==> config.mk <==
export PLATFORM = sky130hd
export DESIGN_NAME = dark_count_run_ctrl
export DESIGN_NICKNAME = d
export VERILOG_FILES = /design/src/rtl/dark_count_pkg.sv /design/src/rtl/dark_count_run_ctrl_gate_timer.sv /design/src/rtl/dark_count_run_ctrl.sv
export SDC_FILE = /design/constraint.sdc
export NUM_CORES = 1
export LEC_CHECK = 0
export CAP_MARGIN = 20
export CORE_MARGIN = 4
export CORE_UTILIZATION = 35
export CTS_CLUSTER_DIAMETER = 50
export DETAILED_ROUTE_END_ITERATION = 10
export HOLD_SLACK_MARGIN = 0.08
export PLACE_DENSITY_LB_ADDON = 0.15
export SETUP_SLACK_MARGIN = 0.5
export SLEW_MARGIN = 15
export SYNTH_ARGS = -nofsm -noshare
export SYNTH_HDL_FRONTEND = slang
export SYNTH_SLANG_ARGS = --single-unit
==> constraint.sdc <==
create_clock -name clk -period 3.86 [get_ports clk]
set_input_delay 0.965 -clock clk [delete_from_list [all_inputs] [get_ports clk]]
set_output_delay 0.965 -clock clk [all_outputs]
set_load 0.02 [all_outputs]
==> src/rtl/dark_count_pkg.sv <==
// Shared types and constants for the MPPC dark-count run sequencer,
// the dark-count counter and the top level.
package dark_count_pkg;

  localparam int unsigned BYTE_W          = 8;
  localparam int unsigned DEF_GATE_CYCLES = 100_000_000;
  localparam int unsigned DEF_COUNT_WIDTH = 32;

  typedef enum logic [2:0] {
    ST_IDLE    = 3'd0,
    ST_CLEAR   = 3'd1,
    ST_GATE    = 3'd2,
    ST_LATCH   = 3'd3,
    ST_SEND    = 3'd4,
    ST_WAIT_TX = 3'd5,
    ST_DONE    = 3'd6
  } state_e;

endpackage

==> src/rtl/dark_count_run_ctrl_gate_timer.sv <==
// Loadable down-counter for the measurement gate; tc is high while the
// count sits at zero.
module gate_timer #(
  parameter int unsigned WIDTH  = 4,
  parameter int unsigned LENGTH = 10
) (
  input  logic clk,
  input  logic rst_n,
  input  logic load,
  input  logic dec,
  output logic tc
);

  logic [WIDTH-1:0] count_q, count_d;

  // No wrap: the count parks at zero until the next load.
  always_comb begin
    count_d = count_q;
    if (load) begin
      count_d = WIDTH'(LENGTH - 1);
    end else if (dec && (count_q != '0)) begin
      count_d = count_q - WIDTH'(1);
    end
  end

  always_ff @(posedge clk or negedge rst_n) begin
    if (!rst_n) begin
      count_q <= '0;
    end else begin
      count_q <= count_d;
    end
  end

  assign tc = (count_q == '0);

endmodule

==> src/rtl/dark_count_run_ctrl.sv <==
// Run sequencer: clear counter, gate it for GATE_CYCLES, snapshot, then
// send the snapshot MSB byte first to the UART TX unit.
//
// state    | meaning
// IDLE     | waiting for a rising edge on start_uart
// CLEAR    | one-cycle counter clear
// GATE     | counter enabled for GATE_CYCLES cycles
// LATCH    | capture counter value, point at MSB byte
// SEND     | issue tx_start once TX is idle
// WAIT_TX  | wait for the byte to finish (first cycle ignored)
// DONE     | one-cycle run_done
module dark_count_run_ctrl
  import dark_count_pkg::*;
#(
  parameter int unsigned GATE_CYCLES = DEF_GATE_CYCLES,
  parameter int unsigned COUNT_WIDTH = DEF_COUNT_WIDTH
) (
  input  logic                   clk,
  input  logic                   rst_n,
  input  logic                   start_uart,
  input  logic [COUNT_WIDTH-1:0] cnt_value,
  input  logic                   tx_busy,
  output logic                   cnt_clear,
  output logic                   cnt_en,
  output logic                   tx_start,
  output logic [7:0]             tx_data,
  output logic                   run_busy,
  output logic                   run_done
);

  localparam int unsigned NUM_BYTES = COUNT_WIDTH / BYTE_W;
  localparam int unsigned TIMER_W   = $clog2(GATE_CYCLES + 1);
  localparam int unsigned IDX_W     = (NUM_BYTES > 1) ? $clog2(NUM_BYTES) : 1;

  state_e                 state_q, state_d;
  logic                   start_q, start_d;
  logic [COUNT_WIDTH-1:0] snap_q, snap_d;
  logic [IDX_W-1:0]       byte_idx_q, byte_idx_d;
  logic                   first_q, first_d;
  logic                   cnt_clear_q, cnt_clear_d;
  logic                   cnt_en_q, cnt_en_d;
  logic                   tx_start_q, tx_start_d;
  logic [7:0]             tx_data_q, tx_data_d;
  logic                   run_busy_q, run_busy_d;
  logic                   run_done_q, run_done_d;
  logic                   timer_load, timer_dec, timer_tc;
  logic [7:0]             byte_sel;

  gate_timer #(
    .WIDTH  (TIMER_W),
    .LENGTH (GATE_CYCLES)
  ) u_gate_timer (
    .clk   (clk),
    .rst_n (rst_n),
    .load  (timer_load),
    .dec   (timer_dec),
    .tc    (timer_tc)
  );

  always_comb begin
    byte_sel = '0;
    for (int i = 0; i < NUM_BYTES; i++) begin
      if (byte_idx_q == IDX_W'(i)) byte_sel = snap_q[i*BYTE_W +: BYTE_W];
    end
  end

  always_comb begin
    state_d    = state_q;
    start_d    = start_uart;
    snap_d     = snap_q;
    byte_idx_d = byte_idx_q;
    first_d    = first_q;
    tx_data_d  = tx_data_q;
    tx_start_d = 1'b0;
    run_done_d = 1'b0;
    timer_load = 1'b0;
    timer_dec  = 1'b0;
    case (state_q)
      ST_IDLE: if (start_uart && !start_q) state_d = ST_CLEAR;
      ST_CLEAR: begin
        timer_load = 1'b1;
        state_d    = ST_GATE;
      end
      ST_GATE: begin
        if (timer_tc) state_d = ST_LATCH;
        else          timer_dec = 1'b1;
      end
      ST_LATCH: begin
        snap_d     = cnt_value;
        byte_idx_d = IDX_W'(NUM_BYTES - 1);
        state_d    = ST_SEND;
      end
      ST_SEND: begin
        if (!tx_busy) begin
          tx_start_d = 1'b1;
          tx_data_d  = byte_sel;
          first_d    = 1'b1;
          state_d    = ST_WAIT_TX;
        end
      end
      // tx_busy only rises the cycle after tx_start, so the first cycle is blind.
      ST_WAIT_TX: begin
        if (first_q) begin
          first_d = 1'b0;
        end else if (!tx_busy) begin
          if (byte_idx_q == '0) begin
            run_done_d = 1'b1;
            state_d    = ST_DONE;
          end else begin
            byte_idx_d = byte_idx_q - IDX_W'(1);
            state_d    = ST_SEND;
          end
        end
      end
      ST_DONE: state_d = ST_IDLE;
      default: state_d = ST_IDLE;
    endcase
    cnt_clear_d = (state_d == ST_CLEAR);
    cnt_en_d    = (state_d == ST_GATE);
    run_busy_d  = (state_d != ST_IDLE);
  end

  always_ff @(posedge clk or negedge rst_n) begin
    if (!rst_n) begin
      state_q     <= ST_IDLE;
      start_q     <= 1'b1;
      snap_q      <= '0;
      byte_idx_q  <= '0;
      first_q     <= 1'b0;
      cnt_clear_q <= 1'b0;
      cnt_en_q    <= 1'b0;
      tx_start_q  <= 1'b0;
      tx_data_q   <= '0;
      run_busy_q  <= 1'b0;
      run_done_q  <= 1'b0;
    end else begin
      state_q     <= state_d;
      start_q     <= start_d;
      snap_q      <= snap_d;
      byte_idx_q  <= byte_idx_d;
      first_q     <= first_d;
      cnt_clear_q <= cnt_clear_d;
      cnt_en_q    <= cnt_en_d;
      tx_start_q  <= tx_start_d;
      tx_data_q   <= tx_data_d;
      run_busy_q  <= run_busy_d;
      run_done_q  <= run_done_d;
    end
  end

  assign cnt_clear = cnt_clear_q;
  assign cnt_en    = cnt_en_q;
  assign tx_start  = tx_start_q;
  assign tx_data   = tx_data_q;
  assign run_busy  = run_busy_q;
  assign run_done  = run_done_q;

endmodule

==> qor.csv <==
stage,metric,value,unit
yosys,synth unique cells,55,
worst_setup_path,critical path peak fanout,14,
route,vias per inst,5.26,
global_route,initial antenna violation count,0,
global_route,vias in the first global route,2747,
global_route,Total Routing Usage GR,13.7,%
yosys,post-synthesis adder-cell area fraction,1.99,%
yosys,Syn Nets,373,
cells_and_area,fin nets,417,
global_route,first-pass GRT wire length,13700,µm
yosys,"Top FF cell, synth",dfrtp_1,
clock_tree,TritonCTS clock tree,built,
yosys,Post-synth EDFFs,0,
clock_tree,CTS resizes,0,
placement,HPWL after detailed placement,5500,µm
power_and_ir_drop,Clk network pwr share,22.3,%
sta,Final Hold Vio Count,0,
placement,routability cong.,0.739,
die,Ports,49,
power_and_ir_drop,Int Pwr,2010,µW
route,drc violations,0,
yosys,"top cells by area, synth","dfrtp_1, mux2_2, a21oi_1",
die,Die Span Y,112,µm
placement,"worst slack, placed",1130,ps
clock_tree,Clock Sinks,79,
clock_tree,Clock Latency Late Sink,360,ps
yosys,Synth area leader,dfrtp_1,
die,Core ar.,10400,µm²
yosys,"count leader, synth",dfrtp_1,
worst_setup_path,Worst Setup End Kind,flop,
yosys,Synth Area in Simple Gates,17.5,%
sta,minimum clock period,2410,ps
worst_setup_path,crit path launch type,flop,
worst_setup_path,Worst R2R Path Depth,5,
run,total of max-cap violations,0,
power_and_ir_drop,Leak Pwr,0.00171,µW
yosys,post-synthesis mux area share,9.79,%
worst_setup_path,Worst R2R End,u_gate_timer.count_q[13],
die,Starting Density,36.3,%
status,status,"complete, no violations",
route,WL/cell,15.7,µm
hold_path,HP Class,input port to async pin,
clock_tree,clk slew on worst S/H paths,70,ps
power_and_ir_drop,combinational share of power,32.8,%
die,Die Span X,112,µm
sta,RSZ-0062 raised after global routing,false,
yosys,sequential-to-total area share from yosys stat,52.3,%
sta,Final WS setup,1450,ps
route,Antenna Nets Post-Route,0,
global_route,grt total ovfl,0,
global_route,pin count of the biggest net entering global routing,80,
sta,final setup violation count,0,
clock_tree,Hold Buf Count CTS,0,
worst_setup_path,Critical Path RT,4070,ps
yosys,asr flop ratio synth,100,%
sta,Final Slew Violations,0,
yosys,commonest cells in the synthesized netlist,"dfrtp_1, mux2_2, a21oi_1, nor2_1",
clock_tree,H-tree depth,3,
power_and_ir_drop,Seq pwr share,44.9,%
yosys,XOR/XNOR Fraction of Synth Area,2.08,%
die,die area,12500,µm²
clock_tree,clk buf depth,2,
worst_setup_path,arrival time worst endpoint,2620,ps
yosys,compound-cell area share of the yosys netlist,13.5,%
yosys,top cell type's share of synthesized area,51.6,%
power_and_ir_drop,Psw,1020,µW
sta,fin crit share,62.3,%
cells_and_area,Area Overhead vs Synth,21.7,%
cells_and_area,layout cell share with drive strength beyond 1,18.2,%
sta,Tightest Pin Transition,972,ps
sta,final setup TNS,0,ps
worst_setup_path,crit path from,u_gate_timer.count_q[3],
worst_setup_path,crit path to,u_gate_timer.count_q[13],
power_and_ir_drop,worst vdd ir,300,µV
clock_tree,CTS Root Cell,clkbuf_8,
clock_tree,setup bufs post-CTS,0,
yosys,Post-Syn Instances,331,
yosys,largest family of logic cells by synthesized area,simple AND/OR/NAND/NOR gates,
sta,relative slew slack,34.9,%
worst_setup_path,FF-to-FF Start,u_gate_timer.count_q[3],
yosys,syn_area_per_cell,11.4,µm²
sta,clk_skew,12.1,ps
power_and_ir_drop,Switching Fraction,33.7,%
yosys,synthesized area,3780,µm²
yosys,synth warn,0,
route,via count,2713,
sta,fmax,0.416,GHz
power_and_ir_drop,Pwr Density,657,nW/µm²
route,initial DRC count,144,
cells_and_area,ANT cells,0,
placement,Port Buffers,48,
route,DRT Wirelength,8090,µm
route,first drt pass iteration count,4,
clock_tree,total CTS buffers,9,
worst_setup_path,R2R Setup Slk,1450,ps
worst_setup_path,Setup CP Type,flop to flop,
die,Cell Rows,37,
yosys,number of synthesized register bits,79,
==> worst min path at each step <==
stage                             start                        to  cells past startpoint
3_3_place_gp   u_gate_timer.count_q[10]  u_gate_timer.count_q[10]                      1
4_1_cts        u_gate_timer.count_q[10]  u_gate_timer.count_q[10]                      1
6_report                          rst_n  u_gate_timer.count_q[22]                      1
5_1_grt                           rst_n  u_gate_timer.count_q[22]                      1
2_1_floorplan  u_gate_timer.count_q[10]  u_gate_timer.count_q[10]                      1
3_5_place_dp                    first_q                   first_q                      1
==> sequential cells by signal (all words and copies together) (netlist names) <==
signal	cells
state_q	3
first_q	1
run_busy	1
byte_idx_q	2
run_done	1
cnt_en	1
tx_start	1
cnt_clear	1
tx_data	8
start_q	1
snap_q	32
u_gate_timer.count_q	27
==> worst max-delay path: stages (launching register included) <==
cell and delay, ps:
dfrtp_1 430, nor4_2 290, nand3b_1 400, o31ai_2 860
or4_1 220, nand3_1 70
==> cells in the final DEF, fill, tap and decap left out, types with 3 or more instances in the layout <==
cell / instances
nand3_1: 10
or4_1: 6
nor2_1: 21
clkbuf_8: 9
clkdlybuf4s50_1: 47
inv_1: 5
or3_1: 9
nand2_1: 13
dfrtp_1: 78
o31ai_1: 7
a21oi_1: 23
nand3b_1: 5
mux2_2: 32
xnor2_1: 3
o2111ai_1: 4
o21ai_0: 9
or2_2: 3
a221oi_1: 7
nor2b_1: 8
nor3_1: 13
buf_4: 3
xor2_1: 6
o211ai_1: 4
ha_1: 6
==> layer usage <==
layer | vias to the layer above | share of wire, % | track usage, %
met5 | - | 0 | 0
met4 | 0 | 1.4 | 4.09
met3 | 8 | 3.7 | 4.08
met2 | 44 | 49 | 22.8
met1 | 1345 | 45 | 17.3
li1 | 1316 | - | -
==> stage by stage <==
| stage | hold WS [ps] | utilization (%) | cells | total power (µW) | cell area (µm²) |
|---|---|---|---|---|---|
| after CTS | 496 | 43.9 | 515 | 3070 | 4570 |
| after global placement | 467 | 41.8 | 499 | 2350 | 4360 |
| after global routing | 477 | 44.2 | 516 | 3250 | 4600 |
| after detailed placement | 480 | 41.8 | 499 | 2390 | 4360 |
| final | 485 | 44.2 | 516 | 3020 | 4600 |
| after floorplan | 448 | - | 331 | 2010 | 3780 |
==> power groups by stage <==
stage / Combinational, µW / Sequential [µW] / Clock, µW
final: 992 / 1360 / 674
after global routing: 1110 / 1410 / 732
after CTS: 1010 / 1360 / 697
after detailed placement: 1000 / 1380 / 0
after global placement: 977 / 1370 / 0
after floorplan: 661 / 1350 / 0
==> layout make-up <==
type,count,area [µm²]
clock buffers,11,131
clock inverters,5,85.1
fillers,1010,5820
inverters,5,18.8
multi-input cells,229,1700
flip-flops and latches,79,1980
well taps,136,170
repair buffers,51,520
==> cells by family after synthesis <==
group | after synthesis
and+or+nand+nor | 108
xor gates and xnor gates | 9
muxes | 33
adders and majority gates | 6
buffers and inverters | 23
DFF | 79
AOI/OAI and AO/OA | 73
No activity file was read; power rests on OpenSTA's default activity.
